## src/rtl/canvas_pkg.sv

```systemverilog
// Shared canvas definitions for the framebuffer writer and the display reader.
// Pure types and constants; no logic, no latency.
package canvas_pkg;
    localparam int FB_W      = 160;
    localparam int FB_H      = 120;
    localparam int ADDR_W    = 15;
    localparam int COLOUR_W  = 12;
    localparam int FB_PIXELS = FB_W * FB_H;

    typedef logic [COLOUR_W-1:0] colour_t;

    localparam colour_t BG_COLOUR = 12'hFFF;

    typedef enum logic [1:0] {IDLE, PAINT, CLEAR, DONE} canvas_state_e;
endpackage

```

## src/rtl/fb_addr_calc.sv

```systemverilog
// Combinational (x, y) -> linear framebuffer address plus in-bounds flag.
// Zero latency; no flow control. Address is only meaningful when in_bounds is set.
module fb_addr_calc
    import canvas_pkg::*;
(
    input  logic [8:0]        x,
    input  logic [7:0]        y,
    output logic [ADDR_W-1:0] addr,
    output logic              in_bounds
);
    // y*160 as (y<<7)+(y<<5); widest reachable value still fits in 15 bits
    assign addr      = {y, 7'b0} + {2'b0, y, 5'b0} + {6'b0, x};
    assign in_bounds = (x < 9'(FB_W)) && (y < 8'(FB_H));
endmodule

```

## src/rtl/canvas_writer.sv

```systemverilog
// Paint/clear engine emitting one framebuffer write slot per clock, first slot 1 cycle after accept.
// No back-pressure on the write port; requests seen while busy are dropped. Optional erase: CANVAS_ERASE_EN.
module canvas_writer
    import canvas_pkg::*;
(
    input  logic                clk,
    input  logic                reset,
    input  logic [7:0]          cursor_x,
    input  logic [6:0]          cursor_y,
    input  logic [COLOUR_W-1:0] brush_colour,
    input  logic [1:0]          brush_size,
    input  logic                paint_req,
    input  logic                clear_req,
`ifdef CANVAS_ERASE_EN
    input  logic                erase,
`endif
    output logic                wr_en,
    output logic [ADDR_W-1:0]   wr_addr,
    output logic [COLOUR_W-1:0] wr_data,
    output logic                busy,
    output logic                done
);
    canvas_state_e       state_q, state_d;
    logic [7:0]          cx_q, cx_d;
    logic [6:0]          cy_q, cy_d;
    colour_t             colour_q, colour_d;
    logic [1:0]          last_q, last_d;
    logic [1:0]          dx_q, dx_d, dy_q, dy_d;
    logic [ADDR_W-1:0]   clr_addr_q, clr_addr_d;
    logic                wr_en_q, wr_en_d;
    logic [ADDR_W-1:0]   wr_addr_q, wr_addr_d;
    colour_t             wr_data_q, wr_data_d;
    logic                busy_q, busy_d;
    logic                done_q, done_d;

    logic [1:0]          ndx, ndy;
    logic [8:0]          px;
    logic [7:0]          py;
    logic [ADDR_W-1:0]   pix_addr;
    logic                pix_in;
    colour_t             paint_colour;

    always_comb begin
`ifdef CANVAS_ERASE_EN
        paint_colour = erase ? BG_COLOUR : brush_colour;
`else
        paint_colour = brush_colour;
`endif
    end

    // Offsets of the slot to be registered next; the address unit sees the raw
    // cursor when accepting so the first write lands one cycle after the request.
    always_comb begin
        ndx = (dx_q == last_q) ? 2'd0 : dx_q + 2'd1;
        ndy = (dx_q == last_q) ? dy_q + 2'd1 : dy_q;
        if (state_q == IDLE) begin
            px = {1'b0, cursor_x};
            py = {1'b0, cursor_y};
        end else begin
            px = {1'b0, cx_q} + {7'b0, ndx};
            py = {1'b0, cy_q} + {6'b0, ndy};
        end
    end

    fb_addr_calc u_paint_addr (
        .x         (px),
        .y         (py),
        .addr      (pix_addr),
        .in_bounds (pix_in)
    );

    // The state register runs one cycle ahead of the registered outputs:
    // DONE covers the final write slot, so done=1 coincides with IDLE.
    always_comb begin
        state_d    = state_q;
        cx_d       = cx_q;
        cy_d       = cy_q;
        colour_d   = colour_q;
        last_d     = last_q;
        dx_d       = dx_q;
        dy_d       = dy_q;
        clr_addr_d = clr_addr_q;
        wr_en_d    = 1'b0;
        wr_addr_d  = wr_addr_q;
        wr_data_d  = wr_data_q;
        busy_d     = 1'b0;
        done_d     = 1'b0;
        case (state_q)
            IDLE: begin
                if (clear_req) begin
                    state_d    = CLEAR;
                    dx_d       = 2'd0;
                    dy_d       = 2'd0;
                    clr_addr_d = '0;
                    wr_en_d    = 1'b1;
                    wr_addr_d  = '0;
                    wr_data_d  = BG_COLOUR;
                    busy_d     = 1'b1;
                end else if (paint_req) begin
                    state_d    = (brush_size == 2'd0) ? DONE : PAINT;
                    cx_d       = cursor_x;
                    cy_d       = cursor_y;
                    colour_d   = paint_colour;
                    last_d     = brush_size;
                    dx_d       = 2'd0;
                    dy_d       = 2'd0;
                    clr_addr_d = '0;
                    wr_en_d    = pix_in;
                    wr_addr_d  = pix_addr;
                    wr_data_d  = paint_colour;
                    busy_d     = 1'b1;
                end
            end
            PAINT: begin
                dx_d      = ndx;
                dy_d      = ndy;
                wr_en_d   = pix_in;
                wr_addr_d = pix_addr;
                wr_data_d = colour_q;
                busy_d    = 1'b1;
                if (ndx == last_q && ndy == last_q) begin
                    state_d = DONE;
                end
            end
            CLEAR: begin
                clr_addr_d = clr_addr_q + 1'b1;
                wr_en_d    = 1'b1;
                wr_addr_d  = clr_addr_q + 1'b1;
                wr_data_d  = BG_COLOUR;
                busy_d     = 1'b1;
                if (clr_addr_q + 1'b1 == ADDR_W'(FB_PIXELS - 1)) begin
                    state_d = DONE;
                end
            end
            DONE: begin
                done_d  = 1'b1;
                state_d = IDLE;
            end
            default: state_d = IDLE;
        endcase
    end

    always_ff @(posedge clk) begin
        if (reset) begin
            state_q    <= IDLE;
            cx_q       <= '0;
            cy_q       <= '0;
            colour_q   <= '0;
            last_q     <= '0;
            dx_q       <= '0;
            dy_q       <= '0;
            clr_addr_q <= '0;
            wr_en_q    <= 1'b0;
            wr_addr_q  <= '0;
            wr_data_q  <= '0;
            busy_q     <= 1'b0;
            done_q     <= 1'b0;
        end else begin
            state_q    <= state_d;
            cx_q       <= cx_d;
            cy_q       <= cy_d;
            colour_q   <= colour_d;
            last_q     <= last_d;
            dx_q       <= dx_d;
            dy_q       <= dy_d;
            clr_addr_q <= clr_addr_d;
            wr_en_q    <= wr_en_d;
            wr_addr_q  <= wr_addr_d;
            wr_data_q  <= wr_data_d;
            busy_q     <= busy_d;
            done_q     <= done_d;
        end
    end

    assign wr_en   = wr_en_q;
    assign wr_addr = wr_addr_q;
    assign wr_data = wr_data_q;
    assign busy    = busy_q;
    assign done    = done_q;
endmodule

```

## config.mk

```make
export PLATFORM = sky130hd
export DESIGN_NAME = canvas_writer
export DESIGN_NICKNAME = d
export VERILOG_FILES = /design/src/rtl/canvas_pkg.sv /design/src/rtl/fb_addr_calc.sv /design/src/rtl/canvas_writer.sv
export SDC_FILE = /design/constraint.sdc
export NUM_CORES = 1
export LEC_CHECK = 0
export CORE_ASPECT_RATIO = 1.25
export CORE_MARGIN = 4
export CORE_UTILIZATION = 44
export CTS_BUF_LIST = sky130_fd_sc_hd__clkbuf_8
export CTS_CLUSTER_SIZE = 40
export DETAILED_ROUTE_END_ITERATION = 7
export MAX_ROUTING_LAYER = met4
export PLACE_DENSITY = 0.68
export SETUP_SLACK_MARGIN = 0.15
export SLEW_MARGIN = 20
export SYNTH_ARGS = -nofsm -noshare
export SYNTH_HDL_FRONTEND = slang
export SYNTH_HIERARCHICAL = 1
export SYNTH_SLANG_ARGS = --single-unit
export TNS_END_PERCENT = 30
```

## constraint.sdc

```tcl
create_clock -name clk -period 4.3 [get_ports clk]
set_input_delay 0.86 -clock clk [delete_from_list [all_inputs] [get_ports clk]]
set_output_delay 0.86 -clock clk [all_outputs]
set_load 0.01 [all_outputs]
```

==> impl_metrics.ini, run 1 <==
[logic_synthesis]
synth_area_per_cell_um2 = 7.55
post_synth_inst_count = 654
netlist_top_cells_count = 105 x nand2_1, 80 x dfxtp_1, 76 x nor2_1
yosysTopAreaCell = dfxtp_1
netlist.area_leader.share = 0.324
async_reset_ff_frac = 0
synth_flop_cell = dfxtp_1
synthMostInstantiatedCell = nand2_1
post_synthesis_cell_area_um2 = 4940
register_area_share_after_synthesis = 0.324
synth-edff-count = 0
post_synth_num_cell_types = 58
ys_seq_elements = 80
yosysWarningCount = 6
net_count_of_the_mapped_netlist = 717
synth_area_leaders = dfxtp_1 32%, nand2_1 8.0%, a21oi_1 7.3%

[cts]
htree_levels = 3
tritoncts.num_buffers = 9
cts_max_path_buffers = 2
cts-hold-fix-buffers = 0
clk_root_buffer_cell = clkbuf_8
numClockSinks = 80
tritoncts = yes
clkTransAtPathRegs_ns = 0.09
clock_insertion_delay_at_the_later_pin_of_the_skew_report_ns = 0.36

[cells_and_area]
finalNetCount = 752
layout-area-overhead-vs-synth_pct = 19.5
footprint_of_the_multi_input_gates_um2 = 3120
fillers = 1039
post_route_cells_drive_above_1_share = 0.0951
diode_count = 0
seqCellArea_um2 = 1610

[global_routing]
grt_busiest_layer = met2
first_pass_grt_wire_length_um = 22100
global_route.usage.met1 = 0.281
grt_antenna_before_repair = 0
global_route_total_usage_across_every_layer = 0.217
overflow = 0
met3_usage = 0.0292
largest_net_degree_at_the_start_of_global_routing = 64
first_global_vias = 4584
groute.layer.met2.usage = 0.328

[run]
max_cap_viol_count = 0

[min_path]
holdCritPathClass = flop to flop

[drt]
drt_wl_total_um = 13300
drcViolationCount = 0
route.detailed.wl_per_inst_um = 16.1
ant_nets = 0
drt_first_pass_iters = 5
detailroute.via_count = 4727
drtIter0Drc = 300
routed_via_density = 5.70

[timing]
fin_crit_sh = 0.959
finalSetupViolCount = 0
final_worst_clock_skew_ns = 0.0104
maximum_operating_frequency_mhz = 243
maxSlewHeadroom = 0.282
holdWs_ns = 0.457
drv_slew = 0
setup_ws_ns = 0.178
final.setup.tns_ns = 0
fin_crit_ns = 4.12
final_hold_viol_count = 0
worst_margin_pin_slew_ns = 1.07
unrepaired_setup_endpoints_after_global_routing = true

[floorplan]
die_h_um = 126
floorplan.die_area_um2 = 13000
rows = 43
io_count = 63
floorplan.core_area_um2 = 11000
die_x_um = 103
floorplan.initialDensity = 0.448

[placed_design]
post_dp_hpwl_um = 9660
numPortBuffers = 62
dp_slack_ns = -0.158
place_congestion = 0.914

[worst_setup_path]
end_kind = flop
critical_path_peak_fanout = 5
worst_ep_arrival_time_ns = 4.37
critical_path.startpoint_type = flop
crit_required_ns = 4.55
crit_path_max_incr_delay_ns = 0.50
crit_path_cell_trace = xor2_2, nor2_4, nand2_1, xnor2_2, fa_2, xnor2_1, o21ai_1, inv_1, fa_1, inv_1, fa_2, a21o_2, a21oi_4, o21ai_1, xor2_1, nand2_1, o21ai_0, a221oi_1, nor3_1
worst_path_max_delay_cell = fa_1
worst-setup-path-type = flop to flop

[pwr]
p_leak_nw = 2.26
power_per_cell_area_nw_per_um2 = 583
vdd_ir_drop_max_mv = 0.275

[status]
status = complete, no violations
==> critical path: cells and delay by family, from the launching register on <==
kind	cells	cell delay [ns]
AOI/OAI and AO/OA	6	1.07
xor gates and xnor gates	4	0.66
adders and majority gates	3	1.30
buffers and inverters	2	0.17
DFF	1	0.34
and+or+nand+nor	4	0.45
==> kinds of logic (layout without fill, tap and decap cells) <==
logic type,Yosys count,count (layout),share of synthesized area
simple gates,268,268,0.251
compound gates,163,163,0.206
fa+ha+maj,30,30,0.0836
buf+inv,72,112,0.0600
mux,8,8,0.0170
flops,80,80,0.324
xor+xnor,33,33,0.0585
==> final cells by class <==
class	count	area share
Tap cell	135	0.0286
Sequential cell	80	0.272
Multi-Input combinational cell	502	0.529
Timing Repair Buffer	78	0.125
Inverter	18	0.0114
Clock inverter	5	0.00827
Clock buffer	11	0.0257
==> layer usage <==
metal / wire (um) / vias up
li1: - / 2339
met1: 5880 / 2196
met2: 6210 / 154
met3: 632 / 38
met4: 619 / 0
met5: 0 / -
==> timing repair <==
action | in CTS | in global routing
endpoints found under the setup margin | 5 | 6
pin swaps | 5 | 5
buffers inserted | 1 | 0
resized for setup | 11 | 12
==> through the flow <==
step / total power, mW / instance area, um2 / util / instances
4_1_cts: 3.44 / 5860 / 0.531 / 829
5_1_grt: 3.72 / 5900 / 0.535 / 829
3_5_place_dp: 2.83 / 5620 / 0.510 / 812
2_1_floorplan: 2.22 / 4960 / - / 654
3_3_place_gp: 2.78 / 5620 / 0.510 / 812
6_report: 3.44 / 5900 / 0.535 / 829
==> sequential cells by signal, indices dropped and copies added, names as in the netlist <==
register	count
clr_addr_q	15
wr_addr	15
wr_en	1
done	1
colour_q	12
dy_q	2
last_q	2
busy	1
wr_data	12
cy_q	7
cx_q	8
state_q	2
dx_q	2
==> where the power goes <==
group / total (mW) / switching [mW] / internal (mW)
logic: 1.86 / 1.07 / 0.792
clock network: 0.575 / 0.281 / 0.294
registers: 1.00 / 0.106 / 0.894
==> final timing paths <==
path | from | depth (start not counted) | to | slack [ns]
max | last_q[0]$_SDFFE_PP0P_ | 19 | wr_addr[12]$_SDFFE_PP0P_ | 0.18
min | colour_q[0]$_SDFFE_PP0P_ | 2 | colour_q[0]$_SDFFE_PP0P_ | 0.46
max reg2reg | last_q[0]$_SDFFE_PP0P_ | 19 | wr_addr[12]$_SDFFE_PP0P_ | 0.18
min reg2reg | colour_q[0]$_SDFFE_PP0P_ | 2 | colour_q[0]$_SDFFE_PP0P_ | 0.46
==> placed cells by master, fill, tap and decap left out, drive strengths merged, types with 13 or more instances in the layout <==
| cell | n |
|---|---|
| a21oi | 74 |
| a221oi | 13 |
| buf | 17 |
| clkdlybuf4s50 | 61 |
| dfxtp | 80 |
| ha | 25 |
| inv | 21 |
| nand2 | 105 |
| nor2 | 76 |
| nor3 | 30 |
| o21ai | 33 |
| xnor2 | 20 |
| xor2 | 13 |
Power figures use the tool's default switching activity.
==> run 2: changes to the inputs <==
--- a/config.mk
+++ b/config.mk
@@ -5,16 +5,19 @@
 export SDC_FILE = /design/constraint.sdc
 export NUM_CORES = 1
 export LEC_CHECK = 0
+export CELL_PAD_IN_SITES_DETAIL_PLACEMENT = 2
+export CELL_PAD_IN_SITES_GLOBAL_PLACEMENT = 2
 export CORE_ASPECT_RATIO = 1.25
 export CORE_MARGIN = 4
-export CORE_UTILIZATION = 44
+export CORE_UTILIZATION = 30
 export CTS_BUF_LIST = sky130_fd_sc_hd__clkbuf_8
 export CTS_CLUSTER_SIZE = 40
 export DETAILED_ROUTE_END_ITERATION = 7
 export MAX_ROUTING_LAYER = met4
-export PLACE_DENSITY = 0.68
+export PLACE_DENSITY_LB_ADDON = 0.1
+export REMOVE_ABC_BUFFERS = 1
 export SETUP_SLACK_MARGIN = 0.15
-export SLEW_MARGIN = 20
+export SLEW_MARGIN = 5
 export SYNTH_ARGS = -nofsm -noshare
 export SYNTH_HDL_FRONTEND = slang
 export SYNTH_HIERARCHICAL = 1
==> run 2 against run 1 <==
Clock skew increased by 0.00076 ns. Power increased by 17%. Flip-flop and latch count unchanged. Global-route usage decreased by 1.2 points. Worst setup slack got worse by 0.087 ns. Sequential power about the same. Cell area increased by 9.7%. Wire length increased by 35%. Sequential share of layout area decreased by 2.4 points. Non-clock buffer count increased by 27. First-iteration DRC count decreased by 26%. Critical endpoint is now wr_addr[10]$_SDFFE_PP0P_.
==> impl_metrics.ini, run 2 (same netlist as run 1, synthesis figures left out) <==
[status]
status = complete, no violations

[timing]
final_worst_clock_skew_ns = 0.0111
final_hold_viol_count = 0
finalSetupViolCount = 0
unrepaired_setup_endpoints_after_global_routing = true
maxSlewHeadroom = 0.188
worst_margin_pin_slew_ns = 1.21
final.setup.tns_ns = 0
maximum_operating_frequency_mhz = 238
fin_crit_sh = 0.979
drv_slew = 0
fin_crit_ns = 4.21

[drt]
route.detailed.wl_per_inst_um = 19.3
drtIter0Drc = 223
routed_via_density = 5.33
drt_first_pass_iters = 5
ant_nets = 0
drt_wl_total_um = 18100
drcViolationCount = 0
detailroute.via_count = 4991

[min_path]
hold_path_depth = 2
whs_endpoint = colour_q[7]$_SDFFE_PP0P_
timing.hold.worst.start = colour_q[7]$_SDFFE_PP0P_
holdCritPathClass = flop to flop

[floorplan]
floorplan.die_area_um2 = 18600
die_x_um = 123
die_h_um = 151
floorplan.core_area_um2 = 16200
rows = 52
io_count = 63
floorplan.initialDensity = 0.305

[placed_design]
numPortBuffers = 62
place_congestion = 0.823
post_dp_hpwl_um = 13200
placed_cell_area_um2 = 5860

[worst_setup_path]
crit_path_max_incr_delay_ns = 0.40
r2r_cells = 20
critPathMostFrequentCell = ha_4
critical_path.startpoint_type = flop
rrSetupSlack_ns = 0.09
worst_ep_arrival_time_ns = 4.46
r2r_start = dx_q[0]$_SDFFE_PP0P_
crit_path_cell_trace = xor2_2, nor2_4, nor2_4, ha_4, inv_2, fa_2, nor4bb_4, buf_4, xnor2_2, o21ai_2, ha_4, ha_4, fa_2, a21o_2, a21oi_2, buf_4, xnor2_2, a21o_1, a221oi_2, nor3_1
worstReg2RegEnd = wr_addr[10]$_SDFFE_PP0P_
worst_path_max_delay_cell = fa_2
end_kind = flop
crit_required_ns = 4.55
critical_path_peak_fanout = 6
worst-setup-path-type = flop to flop

[pwr]
p_total_mw = 4.03
p_leak_nw = 2.43
power_per_cell_area_nw_per_um2 = 623
vdd_ir_drop_max_mv = 0.223

[cells_and_area]
layout_commonest_cell = nand2_1
post_route_cells_drive_above_1_share = 0.173
fillers = 1870
layout-area-overhead-vs-synth_pct = 31.1
diode_count = 0
layout.cells.most_common_list = 101 x nand2_1, 76 x dfxtp_1, 71 x nor2_1, 70 x a21oi_1, 61 x clkdlybuf4s50_1
postLayoutCellArea_um2 = 6470
finalNetCount = 779

[cts]
cts_max_path_buffers = 2
clkTransAtPathRegs_ns = 0.09
tritoncts.num_buffers = 9
numClockSinks = 80
htree_levels = 3
tritoncts = yes
clk_root_buffer_cell = clkbuf_8
clock_insertion_delay_at_the_later_pin_of_the_skew_report_ns = 0.37

[global_routing]
first_global_vias = 5665
first_pass_grt_wire_length_um = 29000
largest_net_degree_at_the_start_of_global_routing = 55
overflow = 0
grt_antenna_before_repair = 0
global_route_total_usage_across_every_layer = 0.204

[run]
max_cap_viol_count = 0
==> run 2: cell count changes in the layout (fill, tap and decap cells not counted), moves of 4 or more <==
cell,change
ha_1,-6
buf_4,+25
o21ai_0,-4
ha_4,+7
nand2_2,+4
inv_1,-5
nand2_1,-4
==> run 2: critical path: cells and delay by family, from the launching register on <==
family          cells  cell delay [ns]
fa+ha+maj           5             1.31
xor+xnor            3             0.35
compound gates      5             1.05
flops               1             0.36
buf+inv             3             0.38
simple gates        4             0.63
==> run 2: worst max path at each step <==
stage,start,cells after the start,to
after floorplan,dx_q[0]$_SDFFE_PP0P_,20,wr_addr[12]$_SDFFE_PP0P_
after global placement,dx_q[0]$_SDFFE_PP0P_,19,wr_addr[12]$_SDFFE_PP0P_
after detailed placement,dx_q[0]$_SDFFE_PP0P_,21,wr_addr[12]$_SDFFE_PP0P_
after CTS,dx_q[1]$_SDFFE_PP0P_,21,wr_addr[14]$_SDFFE_PP0P_
after global routing,dx_q[0]$_SDFFE_PP0P_,21,wr_addr[14]$_SDFFE_PP0P_
final,dx_q[0]$_SDFFE_PP0P_,20,wr_addr[10]$_SDFFE_PP0P_
==> run 2: layout make-up <==
| cell class | count | area (um2) | area share |
|---|---|---|---|
| clock buffers | 10 | 138 | 0.0213 |
| clock inverters | 6 | 116 | 0.0180 |
| well taps | 216 | 270 | 0.0417 |
| inverters | 18 | 67.6 | 0.0104 |
| flip-flops and latches | 80 | 1610 | 0.248 |
| multi-input cells | 502 | 3330 | 0.514 |
| repair buffers | 105 | 951 | 0.147 |
==> run 2: metal layers <==
layer  GRT usage  wire [um]
met1       0.220       7330
met2       0.384      10100
met3      0.0332        407
met4      0.0543        229
met5           -          0
==> run 2: what timing repair did <==
item	4_1_cts	5_1_grt
buffers inserted	7	3
cloned	0	0
resized for setup	37	29
pin swaps	26	20
hold buffers	0	0
endpoints found under the setup margin	7	6
==> run 2: where the power goes <==
part           total [mW]  internal, mW  switching [mW]
sequential           1.00         0.894           0.110
clock               0.714         0.405           0.309
combinational        2.31          1.02            1.30
total                4.03          2.31            1.72
==> run 2: per-stage QoR <==
stage          cells   util  hold slack [ns]  worst slack [ns]
6_report         937  0.400            0.466            0.0910
5_1_grt          937  0.400            0.504            -0.139
4_1_cts          934  0.389            0.473            0.0455
3_5_place_dp     911  0.361            0.457            -0.398
3_3_place_gp     911  0.361            0.443            -0.177
2_1_floorplan    600      -            0.431            0.0503
